`config.mk`:
```
export PLATFORM = sky130hd
export DESIGN_NAME = banked_memory
export DESIGN_NICKNAME = d
export VERILOG_FILES = /design/src/rtl/banked_memory.sv
export SDC_FILE = /design/constraint.sdc
export NUM_CORES = 2
export LEC_CHECK = 0
export CAP_MARGIN = 40
export CORE_MARGIN = 2
export CORE_UTILIZATION = 53
export DETAILED_ROUTE_END_ITERATION = 8
export PLACE_DENSITY = 0.69
export SLEW_MARGIN = 20
export SYNTH_ARGS = -nofsm -noshare
export SYNTH_HDL_FRONTEND = slang
export SYNTH_SLANG_ARGS = --single-unit
```
`constraint.sdc`:
```
create_clock -name clk -period 10.8 [get_ports clk]
set_input_delay 2.16 -clock clk [delete_from_list [all_inputs] [get_ports clk]]
set_output_delay 2.16 -clock clk [all_outputs]
set_load 0.005 [all_outputs]
```
`src/rtl/banked_memory.sv`:
```
// rtl/banked_memory.sv - single-port word array with boot-image initialisation and registered reads
//
// Ports:
//   clk        rising-edge clock for all state
//   reset      asynchronous assert, active-low; release is synchronised internally
//   req        access request, honoured only while ready=1
//   we         1 = write, 0 = read (qualified by req)
//   addr       word address, full range 0..DEPTH-1
//   wdata      write data
//   ready      high in IDLE, when requests are accepted
//   rdata      registered read data, held until the next accepted read
//   rvalid     one-cycle pulse the cycle after an accepted read
//   init_done  high once the array has been initialised

module banked_memory #(
    parameter int DATA_W  = 8,
    parameter int ADDR_W  = 8,
    parameter int PRELOAD = 1
) (
    input  logic              clk,
    input  logic              reset,
    input  logic              req,
    input  logic              we,
    input  logic [ADDR_W-1:0] addr,
    input  logic [DATA_W-1:0] wdata,
    output logic              ready,
    output logic [DATA_W-1:0] rdata,
    output logic              rvalid,
    output logic              init_done
);

    localparam int              DEPTH    = 1 << ADDR_W;
    localparam logic [ADDR_W:0] CNT_LAST = (ADDR_W + 1)'(DEPTH - 1);
    localparam logic [ADDR_W:0] BOOT_LEN = (ADDR_W + 1)'(9);

    typedef enum logic {
        ST_INIT = 1'b0,
        ST_IDLE = 1'b1
    } state_t;

    state_t            state;
    state_t            next_state;
    logic [ADDR_W:0]   init_cnt;
    logic              init_wr;
    logic              sync_meta;
    logic              sync_run;
    logic [7:0]        boot_byte;
    logic [DATA_W-1:0] init_data;
    logic              acc_rd;
    logic              acc_wr;

    logic [DATA_W-1:0] mem [DEPTH];

    // Assertion is immediate; release reaches the FSM only after two flops,
    // so INIT writes start once sync_run rises.
    always_ff @(posedge clk or negedge reset) begin
        if (!reset) begin
            sync_meta <= 1'b0;
            sync_run  <= 1'b0;
        end else begin
            sync_meta <= 1'b1;
            sync_run  <= sync_meta;
        end
    end

    always_ff @(posedge clk or negedge reset) begin
        if (!reset) begin
            state    <= ST_INIT;
            init_cnt <= '0;
        end else begin
            state <= next_state;
            if (init_wr) begin
                init_cnt <= init_cnt + 1'b1;
            end
        end
    end

    always_comb begin
        next_state = state;
        init_wr    = 1'b0;
        case (state)
            ST_INIT: begin
                if (sync_run) begin
                    init_wr = 1'b1;
                    if (init_cnt == CNT_LAST) begin
                        next_state = ST_IDLE;
                    end
                end
            end
            ST_IDLE: next_state = ST_IDLE;
            default: next_state = ST_INIT;
        endcase
    end

    // Boot image occupies the first nine words; everything else is zero.
    always_comb begin
        boot_byte = 8'h00;
        case (init_cnt[3:0])
            4'd0:    boot_byte = 8'h40;
            4'd1:    boot_byte = 8'h0A;
            4'd2:    boot_byte = 8'h60;
            4'd3:    boot_byte = 8'h05;
            4'd4:    boot_byte = 8'h00;
            4'd5:    boot_byte = 8'h80;
            4'd6:    boot_byte = 8'h08;
            4'd7:    boot_byte = 8'hE0;
            default: boot_byte = 8'h00;
        endcase
    end

    always_comb begin
        init_data = '0;
        if (PRELOAD != 0 && init_cnt < BOOT_LEN) begin
            init_data = DATA_W'(boot_byte);
        end
    end

    assign ready     = (state == ST_IDLE);
    assign init_done = (state == ST_IDLE);
    assign acc_rd    = ready && req && !we;
    assign acc_wr    = ready && req && we;

    // Array has no reset: contents come only from INIT and accepted writes.
    always_ff @(posedge clk) begin
        if (init_wr) begin
            mem[init_cnt[ADDR_W-1:0]] <= init_data;
        end else if (acc_wr) begin
            mem[addr] <= wdata;
        end
    end

    always_ff @(posedge clk or negedge reset) begin
        if (!reset) begin
            rvalid <= 1'b0;
            rdata  <= '0;
        end else begin
            rvalid <= acc_rd;
            if (acc_rd) begin
                rdata <= mem[addr];
            end
        end
    end

endmodule
```
==> qor.csv <==
stage,metric,value,unit
status,outcome,finished clean,
cts,cts_max_path_buffers,3,
critical_path,cp-end-kind,register,
cts,clk_pin_slew_worst_paths,0.06,ns
layout,drive_above_1_share,0.200,
global_routing,grtUsageMet1,0.381,
flow_run,drv_cap,0,
critical_path,worstSetupStartpointType,input port,
yosys,ys.flop_type,edfxtp_1,
yosys,ys_seq_area_frac,0.760,
yosys,netlist_area,81700,um2
global_routing,use_met2,0.410,
die,initial_core_util,0.532,
sta,timing.fmax,167,MHz
yosys,ys_warn_count,0,
global_routing,grt.busiest_layer,met2,
cts,cts_hold_buf,0,
yosys,syn_avg_cell_area,19.9,um2
cts,clkSinkCount,2069,
pwr,p_leak,29.6,nW
hold_path,min_from,sync_meta$_DFF_PN0_,
detailed_routing,viasPerCell,6.50,
yosys,synth_cell_types,78,
global_routing,antenna_found_initial,6,
yosys,yosys.area.top_type_share,0.753,
placed_design,post-dp-hpwl,132,mm
cts,cts-root-buf,clkbuf_16,
critical_path,worstPathMaxFanout,65,
sta,fin_crit,5.97,ns
layout,area_delta_synth_final,11.6,%
critical_path,cp.required,11.32,ns
placed_design,finalWeightedCongestion,0.952,
cts,cts_max_level,4,
yosys,syn-num-nets,4118,
die,coreArea,154000,um2
cts,postCtsSetupBuffers,0,
detailed_routing,drtAntennaViolNets,0,
detailed_routing,drt-pass1-iter-count,6,
pwr,vdd.ir_drop.worst,0.206,mV
sta,slew_viol_final,0,
sta,worst_clock_skew,0.0273,ns
cts,tritoncts,built,
sta,fin_crit_sh,0.553,
sta,rsz0062_at_grt,false,
die,die_y,397,um
die,ioPinCount,31,
yosys,synthTopCellsByArea,"edfxtp_1, mux4_2, mux2i_1",
sta,hold_viol_final,0,
yosys,synthArstFlopShare,0.0101,
hold_path,hp-class,reg -> reg,
detailed_routing,finalWirelength,214,mm
die,die_w,397,um
sta,relSlewSlack,0.339,
global_routing,grt_pass1_vias,41200,
die,dieArea,157000,um2
detailed_routing,vias,42200,
global_routing,track_usage,0.272,
global_routing,grt_pass1_wl,303,mm
yosys,netlist_instances,4093,
critical_path,r2r_start,init_done$_DFF_PN0_,
global_routing,grt_use_met3,0.0711,
yosys,yosysTopAreaCell,edfxtp_1,
sta,tightest_slew,0.992,ns
sta,finalSetupViolCount,0,
critical_path,crit_arrival,6.50,ns
cts,cts_buffers,200,
yosys,synth_edf_count,2048,
detailed_routing,route.detailed.drc,0,
global_routing,grt_overflow_total,0,
detailed_routing,drt_iter0_markers,6020,
layout,layout.nets,4302,
placed_design,io_buffers,30,
cts,ctsResizeCount,0,
yosys,ys_ff_latch,2069,
detailed_routing,routedWlPerCell,32.9,um
die,rows,144,
critical_path,path_class,in -> reg,
sta,fin_setup_tns,0,ns
global_routing,grt_max_degree,191,
pwr,cellPowerDensity,200,nW/um2
critical_path,critPathLaunch,req,
layout,final_core_util,0.594,
cts,clk_latency,0.85,ns
[placed cells by master (no fill, tap or decap), types with 9 or more instances in the layout]
master / Yosys / layout
a21oi_1: 25 / 25
mux2_2: 35 / 35
clkinv_2: 0 / 31
and2_1: 20 / 18
buf_4: 34 / 173
nand3b_1: 9 / 9
nand3_2: 7 / 9
mux2i_1: 354 / 354
edfxtp_1: 2048 / 2048
nand4_1: 46 / 46
a22oi_1: 210 / 210
nand2_1: 104 / 104
nor2b_1: 11 / 10
o21ai_0: 38 / 38
clkbuf_1: 61 / 48
a2bb2oi_1: 9 / 9
nor2_1: 272 / 268
clkinv_1: 2 / 50
clkbuf_16: 0 / 204
nand3_1: 46 / 44
buf_12: 16 / 11
mux4_1: 16 / 16
a211oi_1: 9 / 9
and3_1: 16 / 16
o22ai_1: 43 / 43
a31oi_1: 15 / 15
clkdlybuf4s50_1: 0 / 25
dfrtp_1: 21 / 21
mux4_2: 310 / 310
a221oi_1: 16 / 16
bufinv_16: 0 / 16
o221ai_1: 29 / 29
buf_16: 0 / 12
[synth_stat cells (all sizes together), types with 3 or more instances]
cell type  number
edfxtp       2048
mux2i         354
mux4          326
nor2          273
a22oi         211
buf           195
nand2         105
clkbuf         62
nand3          53
nand4          46
o21ai          45
o22ai          43
mux2           35
o221ai         31
a21oi          25
and2           21
dfrtp          21
a221oi         16
and3           16
a31oi          15
nor2b          12
nand3b         10
a211oi          9
a2bb2oi         9
nor4            9
o311ai          9
o31ai           8
inv             7
nor4bb          7
o211ai          7
nor3            6
a22o            5
ha              5
nor4b           5
a211o           4
and4b           4
nand4b          4
xnor2           4
a311oi          3
nand2b          3
[per-layer routing]
metal  wire length, um  up-vias
met3             24300      443
li1                  -    17300
met1             81500    22000
met5                46        -
met2             98800     2474
met4              8990        8
[flip-flops by register name, summed over array words and instances, names as in the netlist]
name	flops
mem	2048
sync_run	1
init_cnt	9
rdata	8
init_done	1
rvalid	1
sync_meta	1
[cell families after synthesis]
logic type,share of synthesized area
other cells,0.0000459
simple gates,0.0341
buf+inv,0.0254
flops,0.760
compound gates,0.0405
fa+ha+maj,0.000766
xor+xnor,0.000644
mux,0.139
[report_power, final]
| part | internal, mW | switching [mW] |
|---|---|---|
| clock | 3.87 | 2.96 |
| sequential | 9.52 | 0.0443 |
| combinational | 0.404 | 1.42 |
| total | 13.8 | 4.43 |
[critical path, cell delays in order]
cell and delay [ns]:
clkdlybuf4s50_1 0.43, and3_1 0.30, buf_4 0.31, or3_1 0.38, nor2_1 0.69, a22o_4 0.64
buf_4 0.69, buf_4 0.66
[area by class of cell]
| class | count | area (um2) |
|---|---|---|
| fill | 10800 | 62400 |
| timing repair buffer | 239 | 2280 |
| clock inverter | 115 | 1090 |
| tap | 2044 | 2560 |
| sequential | 2069 | 62000 |
| antenna | 3 | 7.51 |
| multi-input combinational | 1758 | 17800 |
| inverter | 9 | 38.8 |
| clock buffer | 254 | 5320 |
[per-stage QoR]
stage / cells / setup slack (ns) / hold WS [ns] / area, um2 / power (mW)
finish: 6491 / 4.83 / 0.361 / 91200 / 18.2
global route: 6488 / 4.65 / 0.358 / 91100 / 18.7
CTS: 6447 / 4.92 / 0.356 / 90700 / 18.2
detailed placement: 6078 / 4.05 / 0.349 / 84300 / 11.5
global placement: 5994 / 4.15 / 0.335 / 83500 / 11.4
floorplan: 4093 / 3.28 / 0.331 / 81700 / 10.8
[final timing paths]
kind / endpoint / slack [ns] / cells after the start
min: sync_run$_DFF_PN0_ / 0.36 / 0
max: mem[239][6]$_DFFE_PP_ / 4.83 / 8
min in group asynchronous: rdata[6]$_DFFE_PN0P_ / 1.71 / 2
max reg2reg: mem[239][6]$_DFFE_PP_ / 5.89 / 7
min reg2reg: sync_run$_DFF_PN0_ / 0.36 / 0
max in group asynchronous: rdata[2]$_DFFE_PN0P_ / 8.78 / 2
(Power assumes the default switching activity.)
